===== src/rtl/rx_chain_ctrl_if.sv =====
// rx_chain_ctrl_if: host-side frequency-update handshake for rx_chain_ctrl.
// Ports: cfg_valid/cfg_ready request handshake, cfg_chan/cfg_freq payload, cfg_err reject pulse.
// master = host issuing updates, slave = controller accepting them.
interface rx_chain_ctrl_if;
    logic        cfg_valid;
    logic        cfg_ready;
    logic [2:0]  cfg_chan;
    logic [31:0] cfg_freq;
    logic        cfg_err;

    modport master (
        output cfg_valid,
        output cfg_chan,
        output cfg_freq,
        input  cfg_ready,
        input  cfg_err
    );

    modport slave (
        input  cfg_valid,
        input  cfg_chan,
        input  cfg_freq,
        output cfg_ready,
        output cfg_err
    );
endinterface


===== src/rtl/rx_chain_ctrl.sv =====
// rx_chain_ctrl: sequencer for rx_chain paths; makes enable/strobes, owns decim_rate and
// serialises NCO updates onto the config bus at output-sample boundaries.
// Ports: clock/reset, run level, rate_in/rate_load, cfg (update handshake), enable,
// sample_strobe, decimator_strobe, decim_rate, serial_addr/data/strobe, busy.
// Latency: running write strobes 1 clock after the boundary decimator_strobe, stopped write
// 2 clocks after accept. Backpressure: cfg_ready low while one update is buffered or a
// boundary sequence (wait/write/flush) is in progress.
module rx_chain_ctrl #(
    parameter int       NUM_CHAN      = 2,
    parameter bit [6:0] FREQADDR_BASE = 7'd32,
    parameter int       SAMPLE_DIV    = 1,
    parameter bit [7:0] DEFAULT_DECIM = 8'd16,
    parameter int       FLUSH_CYCLES  = 4
) (
    input  logic           clock,
    input  logic           reset,
    input  logic           run,
    input  logic [7:0]     rate_in,
    input  logic           rate_load,
    rx_chain_ctrl_if.slave cfg,
    output logic           enable,
    output logic           sample_strobe,
    output logic           decimator_strobe,
    output logic [7:0]     decim_rate,
    output logic [6:0]     serial_addr,
    output logic [31:0]    serial_data,
    output logic           serial_strobe,
    output logic           busy
);

    localparam int DIV_W = (SAMPLE_DIV > 1) ? $clog2(SAMPLE_DIV) : 1;
    localparam int FL_W  = (FLUSH_CYCLES > 1) ? $clog2(FLUSH_CYCLES) : 1;
    localparam logic [DIV_W-1:0] DIV_LAST = DIV_W'(SAMPLE_DIV - 1);
    localparam logic [FL_W-1:0]  FL_LAST  = FL_W'(FLUSH_CYCLES - 1);

    typedef enum logic [2:0] {
        ST_STOP,
        ST_RUN,
        ST_WAIT_BND,
        ST_WRITE,
        ST_FLUSH
    } state_t;

    state_t state;
    state_t state_nx;

    // buffered requests
    logic        cfg_pend;
    logic        cfg_pend_nx;
    logic [2:0]  chan_q;
    logic [31:0] freq_q;
    logic        rate_pend;
    logic        rate_pend_nx;
    logic [7:0]  rate_val;
    logic [7:0]  rate_val_nx;

    logic [FL_W-1:0]  flush_cnt;
    logic [FL_W-1:0]  flush_nx;
    logic [DIV_W-1:0] div_cnt;
    logic [7:0]       dec_cnt;

    logic [7:0]  decim_nx;
    logic [6:0]  addr_nx;
    logic [31:0] data_nx;
    logic        en_nx;
    logic        ser_stb_nx;
    logic        err_nx;
    logic        ready_nx;
    logic        busy_nx;
    logic        flush_go;

    logic accept;
    logic rate_req;
    logic chan_ok;
    logic cnt_run;
    logic div_tc;
    logic dec_tc;

    assign accept   = cfg.cfg_valid & cfg.cfg_ready;
    assign rate_req = rate_load & (rate_in != 8'd0);
    assign chan_ok  = ({1'b0, chan_q} < 4'(NUM_CHAN));

    // ------------------------------------------------------------------
    // Next-state and registered-output values
    // ------------------------------------------------------------------
    always_comb begin
        state_nx     = state;
        flush_go     = 1'b0;
        cfg_pend_nx  = cfg_pend | accept;
        rate_pend_nx = rate_pend | rate_req;
        // later rate_load overwrites an earlier one that has not been applied yet
        rate_val_nx  = rate_req ? rate_in : rate_val;
        decim_nx     = decim_rate;
        flush_nx     = flush_cnt;

        case (state)
            ST_STOP: begin
                // chains idle with counters clear, so a new rate can land directly
                if (rate_pend_nx) begin
                    decim_nx     = rate_val_nx;
                    rate_pend_nx = 1'b0;
                end
                if (run) begin
                    state_nx = ST_RUN;
                end else if (cfg_pend) begin
                    state_nx = ST_WRITE;
                end
            end
            ST_RUN: begin
                if (!run) begin
                    state_nx = ST_STOP;
                end else if (cfg_pend | rate_pend) begin
                    state_nx = ST_WAIT_BND;
                end
            end
            ST_WAIT_BND: begin
                // dropping run abandons alignment; STOP then finishes pending work
                if (!run) begin
                    state_nx = ST_STOP;
                end else if (decimator_strobe) begin
                    if (cfg_pend) begin
                        state_nx = ST_WRITE;
                    end else begin
                        flush_go = 1'b1;
                    end
                end
            end
            ST_WRITE: begin
                if (rate_pend_nx) begin
                    flush_go = 1'b1;
                end else begin
                    state_nx = run ? ST_RUN : ST_STOP;
                end
            end
            ST_FLUSH: begin
                if (flush_cnt == FL_LAST) begin
                    // a rate that arrived during this flush needs its own flush
                    if (rate_pend_nx) begin
                        flush_go = 1'b1;
                    end else begin
                        state_nx = run ? ST_RUN : ST_STOP;
                    end
                end else begin
                    flush_nx = flush_cnt + 1'b1;
                end
            end
            default: state_nx = ST_STOP;
        endcase

        if (flush_go) begin
            state_nx     = ST_FLUSH;
            decim_nx     = rate_val_nx;
            rate_pend_nx = 1'b0;
            flush_nx     = '0;
        end

        // write outputs are issued on entry so the strobe coincides with the WRITE cycle
        ser_stb_nx = 1'b0;
        err_nx     = 1'b0;
        addr_nx    = serial_addr;
        data_nx    = serial_data;
        if (state_nx == ST_WRITE) begin
            cfg_pend_nx = 1'b0;
            if (chan_ok) begin
                ser_stb_nx = 1'b1;
                addr_nx    = FREQADDR_BASE + {4'd0, chan_q};
                data_nx    = freq_q;
            end else begin
                err_nx = 1'b1;
            end
        end

        // WRITE keeps the chains running only if it was entered from a running boundary
        en_nx    = (state_nx == ST_RUN) | (state_nx == ST_WAIT_BND)
                 | ((state_nx == ST_WRITE) & enable);
        ready_nx = ((state_nx == ST_STOP) | (state_nx == ST_RUN)) & ~cfg_pend_nx;
        busy_nx  = ~((state_nx == ST_STOP) | (state_nx == ST_RUN))
                 | cfg_pend_nx | rate_pend_nx;
    end

    // ------------------------------------------------------------------
    // State, request buffers and control outputs
    // ------------------------------------------------------------------
    always_ff @(posedge clock) begin
        if (reset) begin
            state         <= ST_STOP;
            cfg_pend      <= 1'b0;
            chan_q        <= 3'd0;
            freq_q        <= 32'd0;
            rate_pend     <= 1'b0;
            rate_val      <= DEFAULT_DECIM;
            flush_cnt     <= '0;
            enable        <= 1'b0;
            decim_rate    <= DEFAULT_DECIM;
            serial_strobe <= 1'b0;
            serial_addr   <= 7'd0;
            serial_data   <= 32'd0;
            cfg.cfg_err   <= 1'b0;
            cfg.cfg_ready <= 1'b0;
            busy          <= 1'b0;
        end else begin
            state         <= state_nx;
            cfg_pend      <= cfg_pend_nx;
            rate_pend     <= rate_pend_nx;
            rate_val      <= rate_val_nx;
            flush_cnt     <= flush_nx;
            enable        <= en_nx;
            decim_rate    <= decim_nx;
            serial_strobe <= ser_stb_nx;
            serial_addr   <= addr_nx;
            serial_data   <= data_nx;
            cfg.cfg_err   <= err_nx;
            cfg.cfg_ready <= ready_nx;
            busy          <= busy_nx;
            if (accept) begin
                chan_q <= cfg.cfg_chan;
                freq_q <= cfg.cfg_freq;
            end
        end
    end

    // ------------------------------------------------------------------
    // Strobe generation
    // ------------------------------------------------------------------
    // Counting needs enable both now and next cycle, so no strobe ever appears
    // on the clock where enable drops.
    assign cnt_run = enable & en_nx;
    assign div_tc  = (div_cnt == DIV_LAST);
    assign dec_tc  = (dec_cnt == decim_rate - 8'd1);

    always_ff @(posedge clock) begin
        if (reset | ~cnt_run) begin
            div_cnt          <= '0;
            dec_cnt          <= 8'd0;
            sample_strobe    <= 1'b0;
            decimator_strobe <= 1'b0;
        end else begin
            sample_strobe    <= div_tc;
            decimator_strobe <= div_tc & dec_tc;
            div_cnt          <= div_tc ? '0 : div_cnt + 1'b1;
            if (div_tc) begin
                dec_cnt <= dec_tc ? 8'd0 : dec_cnt + 8'd1;
            end
        end
    end

endmodule

===== src/flat_wrapper.sv =====
// flat-port wrapper written by rule: the top's interface ports become plain ports
module rx_chain_ctrl_flat 
#(
    parameter int       NUM_CHAN      = 2,
    parameter bit [6:0] FREQADDR_BASE = 7'd32,
    parameter int       SAMPLE_DIV    = 1,
    parameter bit [7:0] DEFAULT_DECIM = 8'd16,
    parameter int       FLUSH_CYCLES  = 4
)
  (clock, reset, run, rate_in, rate_load, enable, sample_strobe, decimator_strobe, decim_rate, serial_addr, serial_data, serial_strobe, busy, cfg_cfg_valid, cfg_cfg_chan, cfg_cfg_freq, cfg_cfg_ready, cfg_cfg_err);
  rx_chain_ctrl_if cfg_i ();
  input  logic clock;
  input  logic reset;
  input  logic run;
  input  logic [7:0] rate_in;
  input  logic rate_load;
  output logic enable;
  output logic sample_strobe;
  output logic decimator_strobe;
  output logic [7:0] decim_rate;
  output logic [6:0] serial_addr;
  output logic [31:0] serial_data;
  output logic serial_strobe;
  output logic busy;
  input wire logic [$bits(cfg_i.cfg_valid)-1:0] cfg_cfg_valid;
  input wire logic [$bits(cfg_i.cfg_chan)-1:0] cfg_cfg_chan;
  input wire logic [$bits(cfg_i.cfg_freq)-1:0] cfg_cfg_freq;
  output wire logic [$bits(cfg_i.cfg_ready)-1:0] cfg_cfg_ready;
  output wire logic [$bits(cfg_i.cfg_err)-1:0] cfg_cfg_err;
  assign cfg_i.cfg_valid = cfg_cfg_valid;
  assign cfg_i.cfg_chan = cfg_cfg_chan;
  assign cfg_i.cfg_freq = cfg_cfg_freq;
  assign cfg_cfg_ready = cfg_i.cfg_ready;
  assign cfg_cfg_err = cfg_i.cfg_err;
  rx_chain_ctrl #(.NUM_CHAN(NUM_CHAN), .FREQADDR_BASE(FREQADDR_BASE), .SAMPLE_DIV(SAMPLE_DIV), .DEFAULT_DECIM(DEFAULT_DECIM), .FLUSH_CYCLES(FLUSH_CYCLES)) u_core (.clock(clock), .reset(reset), .run(run), .rate_in(rate_in), .rate_load(rate_load), .cfg(cfg_i), .enable(enable), .sample_strobe(sample_strobe), .decimator_strobe(decimator_strobe), .decim_rate(decim_rate), .serial_addr(serial_addr), .serial_data(serial_data), .serial_strobe(serial_strobe), .busy(busy));
endmodule

===== config.mk =====
export PLATFORM = sky130hd
export DESIGN_NAME = rx_chain_ctrl_flat
export DESIGN_NICKNAME = d
export VERILOG_FILES = /design/src/rtl/rx_chain_ctrl_if.sv /design/src/rtl/rx_chain_ctrl.sv /design/src/flat_wrapper.sv
export SDC_FILE = /design/constraint.sdc
export NUM_CORES = 1
export LEC_CHECK = 0
export CORE_MARGIN = 4
export CORE_UTILIZATION = 25
export CTS_BUF_LIST = sky130_fd_sc_hd__clkbuf_16
export CTS_CLUSTER_SIZE = 25
export DETAILED_ROUTE_END_ITERATION = 12
export HOLD_SLACK_MARGIN = 0.02
export PLACE_DENSITY_LB_ADDON = 0.3
export SYNTH_ARGS = -nofsm -noshare
export SYNTH_HDL_FRONTEND = slang
export SYNTH_SLANG_ARGS = --single-unit

===== constraint.sdc =====
create_clock -name clock -period 3.1 [get_ports clock]
set_clock_uncertainty 0.1 [all_clocks]
set_input_delay 0.465 -clock clock [delete_from_list [all_inputs] [get_ports clock]]
set_output_delay 0.465 -clock clock [all_outputs]
set_load 0.01 [all_outputs]

Word-level counts from Yosys, hierarchy flattened

Index checks and enable logic that the tools add are counted.

Add/subtract/negate cells: 5
Magnitude comparators: 1
Equal/unequal tests: 9
Muxes and demuxes: 27
Bitwise operators: 21
Reduce and logical (&&, ||, !) cells: 11

Operator list:

| cell                  | count |
|---|---|
| $mux W8               | 5 |
| $mux W3               | 9 |
| $pmux W3 S5           | 1 |
| $eq A3 B2 Y1 const B  | 4 |
| $mux W1               | 11 |
| $or A1 B1 Y1          | 9 |
| $add A8 B1 Y8 const B | 1 |
| $eq A8 B8 Y1          | 1 |
| $reduce_bool A8 Y1    | 1 |
| $sub A8 B1 Y8 const B | 1 |
| $add A6 B3 Y7 const A | 1 |
| $and A1 B1 Y1         | 6 |
| $eq A3 B1 Y1 const B  | 2 |
| $logic_not A3 Y1      | 2 |
| $not A1 Y1            | 6 |
| $reduce_and A2 Y1     | 3 |
| $reduce_or A2 Y1      | 3 |
| $reduce_bool A2 Y1    | 2 |
| $eq A3 B3 Y1 const B  | 1 |
| $lt A3 B2 Y1 const B  | 1 |
| $pmux W1 S3           | 1 |
| $add A2 B1 Y2 const B | 1 |
| $eq A2 B2 Y1 const B  | 1 |
| $add A1 B1 Y1 const B | 1 |

Register bits after elaboration: 113
Input port bits: 48
Output and inout port bits: 54
Word-level logic and storage cells: 93

Longest topological paths before layout

Word-level depth: 14
Gate-level depth with buffers: 9
Gate-level depth less buffers: 8

Worst setup path after synthesis

OpenSTA, ideal clock, no wires.

Path kind: in2reg
From: input rate_in[7]
To: register u_core.serial_addr[5]
Setup time: 0.115 ns
Arrival time: 2.200 ns
Data required time: 2.885 ns
Setup slack: 0.685 ns
Cell stages on the path: 8
Buffers on the path: 2
Path through: or4_4 -> o21ai_4 -> and2_2 -> o211ai_4 -> and3_4 -> buf_12 -> buf_12 -> o21ba_2

Longest elaborated chain between the ends: 9
Elaborated cells on any way between the ends: 12
Those cells by class: eq/ne (1); mux (7); bitwise (2); reduce/logical (2)

Ends and longest elaborated chain:

| what                                       | line                                       | text |
|---|---|---|
| start: declaration                         | flat_wrapper.sv:15                         | `input logic [7:0] rate_in;` |
| $reduce_bool A8 Y1 (*)                     | rx_chain_ctrl.sv:80                        | `assign rate_req = rate_load & (rate_in != 8'd0);` |
| $and A1 B1 Y1 (*)                          | rx_chain_ctrl.sv:80                        |  |
| $or A1 B1 Y1 (*)                           | rx_chain_ctrl.sv:90                        | `rate_pend_nx = rate_pend \| rate_req;` |
| $mux W3 or $mux W1 (tied branches)         | rx_chain_ctrl.sv:129, rx_chain_ctrl.sv:138 |  |
| $mux W3 or $mux W1 (tied branches)         | rx_chain_ctrl.sv:136                       | `if (flush_cnt == FL_LAST) begin` |
| $pmux W3 S5 or $pmux W1 S3 (tied branches) | rx_chain_ctrl.sv:96                        | `case (state)` |
| $mux W3 (*)                                | rx_chain_ctrl.sv:150                       | `if (flush_go) begin` |
| $eq A3 B2 Y1 (*)                           | rx_chain_ctrl.sv:162                       | `if (state_nx == ST_WRITE) begin` |
| $reduce_and A2 Y1 (no line) (*)            | -                                          |  |
| end signal: assignment                     | rx_chain_ctrl.sv:210                       | `serial_addr <= addr_nx;` |
| end: declaration                           | rx_chain_ctrl.sv:25                        | `output logic [6:0] serial_addr,` |

Every way passes the cells marked *; elsewhere a longest branch is shown, timed or not.
A chain may end at the register's enable or synchronous reset.

Worst setup path after layout

From: input rate_in[7]
To: register u_core.serial_data[27]

Longest elaborated chain between the ends: 9
Elaborated cells on any way between the ends: 12
Those cells by class: eq/ne (1); mux (7); bitwise (2); reduce/logical (2)

Ends and longest elaborated chain:

| what                                       | line                                       | text |
|---|---|---|
| $reduce_bool A8 Y1 (*)                     | rx_chain_ctrl.sv:80                        |  |
| $and A1 B1 Y1 (*)                          | rx_chain_ctrl.sv:80                        |  |
| $or A1 B1 Y1 (*)                           | rx_chain_ctrl.sv:90                        |  |
| $mux W3 or $mux W1 (tied branches)         | rx_chain_ctrl.sv:129, rx_chain_ctrl.sv:138 |  |
| $mux W3 or $mux W1 (tied branches)         | rx_chain_ctrl.sv:136                       |  |
| $pmux W3 S5 or $pmux W1 S3 (tied branches) | rx_chain_ctrl.sv:96                        |  |
| $mux W3 (*)                                | rx_chain_ctrl.sv:150                       |  |
| $eq A3 B2 Y1 (*)                           | rx_chain_ctrl.sv:162                       |  |
| $reduce_and A2 Y1 (no line) (*)            | -                                          |  |
| end signal: assignment                     | rx_chain_ctrl.sv:211                       | `serial_data <= data_nx;` |
| end: declaration                           | rx_chain_ctrl.sv:26                        | `output logic [31:0] serial_data,` |

Marks and branches as above.

==> flow_summary.ini <==
[sta]
relSlewSlack = 0.3651
setup_slack_ps = 386.0
worst_pin_slew_ps = 952.4
fmax_mhz = 368.5
setup_tns_ps = 0
hold_viol = 0
period_needed_ps = 2714
rsz0062_at_grt = no
setup_viol = 0
hold_ws_ps = 355.4
slew_viol_final = 0
fin_crit_sh = 0.8755

[die]
die_h_um = 147.6
core.rowCount = 50
pin_count = 102
start_util = 0.2572
die_x_um = 147.6
dieArea_mm2 = 0.02180
coreArea_mm2 = 0.01896

[synth]
yosysTopAreaCell = dfxtp_1
synth_cell_type_count = 62
synth_commonest_cells = dfxtp_1 (110), nand2_1 (81), nand2b_1 (69)
yosys-top-cells-area = dfxtp_1 (45%), nand2b_1 (8.9%), mux2i_1 (8.6%)
synthCells = 518
synth_seq_area_share = 0.4517
yosysWarnings = 0
synth_area_per_cell_um2 = 9.411
netlist.area_leader.share = 0.4517
ys_ff_latch = 110
synth_flop_cell = dfxtp_1
netlist_area_mm2 = 0.004875
async_flop_share = 0
synth_edf_count = 0
synth.most_common_cell = dfxtp_1

[drt]
drt-total-wl_mm = 11.85
vias = 3771
avgViaCountPerCell = 4.349
drc = 0
drtAntennaViolNets = 0
drt_iter0_markers = 176
drt_pass1_iterations = 5
wl_per_cell_um = 13.66

[place]
dp_hpwl_mm = 8.463
portBuffers = 98
gp_congestion = 0.7992
preCtsSetupSlack_ps = 11.16

[global_routing]
grt_pass1_wl_mm = 19.44
first_global_vias = 3849
grt_max_degree = 115
overflow = 0
antenna_found_initial = 0
grt.total_usage = 0.1101

[critical_path]
crit_type = in -> reg
startpoint = rate_in[7]
reg2reg_to = u_core.dec_cnt[0]
endpoint_kind = register
crit_fanout = 19
r2r_cells = 7
r2r_start = u_core.decim_rate[0]
cp.arrival_ps = 2890
start_kind = input port
required_ps = 3270
ff2ff_setup_slack_ps = 620
endpoint = u_core.serial_data[27]

[run]
cap_violations = 0

[power]
ir_worst_vdd_mv = 0.2354
p_leak_nw = 2.118
power_per_cell_area_mw_per_mm2 = 514.5

[clock_tree]
cts_setup_buffers = 0
clock_sinks = 110
clkLatencyLatePin_ps = 350
ctsResizeCount = 0
clkTransAtPathRegs_ps = 70
root_buffer = clkbuf_16
cts_buffers = 9
postCtsHoldBufs = 0
cts.path.max_buffers = 2
tritoncts = yes
htreeDepth = 3

[cells_and_area]
finalNetCount = 654
area_growth_pct = 29.95
fin_util = 0.3342
antennaDiodeCount = 0
drive_above_1_share = 0.08567

[status]
outcome = finished, final reports clean

[hold_path]
worstHoldPathType = reg -> reg
-- cell usage in the layout, fill, tap and decap left out, drive strengths merged, types with 3 or more instances in the layout --
cell | netlist | routed
a211oi | 9 | 9
a21oi | 38 | 38
a31oi | 4 | 4
and2 | 3 | 3
and3 | 4 | 4
buf | 11 | 10
clkbuf | 25 | 9
clkdlybuf4s50 | 0 | 97
clkinv | 0 | 3
conb | 1 | 4
dfxtp | 110 | 110
ha | 3 | 3
inv | 4 | 4
mux2i | 42 | 42
nand2 | 81 | 81
nand2b | 69 | 69
nand3 | 4 | 4
nand3b | 3 | 3
nand4 | 3 | 3
nor2 | 29 | 29
nor2b | 7 | 7
nor3 | 7 | 7
nor4 | 11 | 11
o21ai | 5 | 5
or4 | 3 | 3
xnor2 | 10 | 10
xor2 | 5 | 5
-- layer usage --
layer | up-vias | GRT usage | share of wire
met1 | 1759 | 0.1362 | 0.45
met2 | 80 | 0.1854 | 0.48
met3 | 13 | 0.02882 | 0.050
met5 | - | 0 | 0
li1 | 1919 | - | -
met4 | 0 | 0.03868 | 0.016
-- final cells by class --
type	count	area, um^2
fillers	1943	12620
clock inverters	6	63.81
multi-input cells	371	2432
flip-flops and latches	110	2202
well taps	260	325.3
inverters	4	15.01
clock buffers	9	225.2
repair buffers	107	1071
-- stage by stage --
step                cell area (um^2)  cells  total power, mW
global placement                6046    852            2.143
CTS                             6335    867            3.314
global route                    6335    867            3.431
finish                          6335    867            3.259
floorplan                       4886    521            1.963
detailed placement              6046    852            2.160
-- sequential cells by signal, summed over array words and instances (netlist names), 2 cells and up --
register / cells
u_core.flush_cnt: 2
u_core.freq_q: 32
u_core.serial_addr: 4
u_core.state: 3
u_core.rate_val: 8
u_core.decim_rate: 8
u_core.dec_cnt: 8
u_core.serial_data: 32
u_core.chan_q: 3
-- where the power goes --
group          switching (mW)  internal (mW)  leakage [nW]  total, mW
Sequential             0.0685           1.49         0.895       1.55
Clock                   0.518          0.621         0.137       1.14
Combinational           0.283          0.283          1.09      0.566
-- critical path, stage by stage --
cell and delay [ps]:
clkdlybuf4s50_1 470, or4_4 570, o21ai_4 310, a21boi_4 130, nor3_4 260, and3_4 280, buf_12 190, mux2i_1 200
-- worst min path at each step --
stage	startpoint	end	slack, ps	cells after the start
floorplan	u_core.rate_val[4]	u_core.rate_val[4]	330	2
global placement	u_core.rate_val[4]	u_core.rate_val[4]	340	2
detailed placement	u_core.freq_q[22]	u_core.freq_q[22]	350	2
CTS	u_core.freq_q[22]	u_core.freq_q[22]	360	2
global route	u_core.freq_q[12]	u_core.freq_q[12]	380	2
finish	u_core.freq_q[2]	u_core.freq_q[2]	360	2
-- kinds of logic after synthesis --
kind of cell,Yosys count,synth area share
XOR/XNOR,15,0.02695
flip-flops,110,0.4517
AND/OR/NAND/NOR,234,0.2610
AO/OA/AOI/OAI,72,0.1117
buffers and inverters,40,0.05159
adder cells (fa/ha/maj),3,0.007701
multiplexers,43,0.08855
other,1,0.0007693
Power figures use the tool's default switching activity.
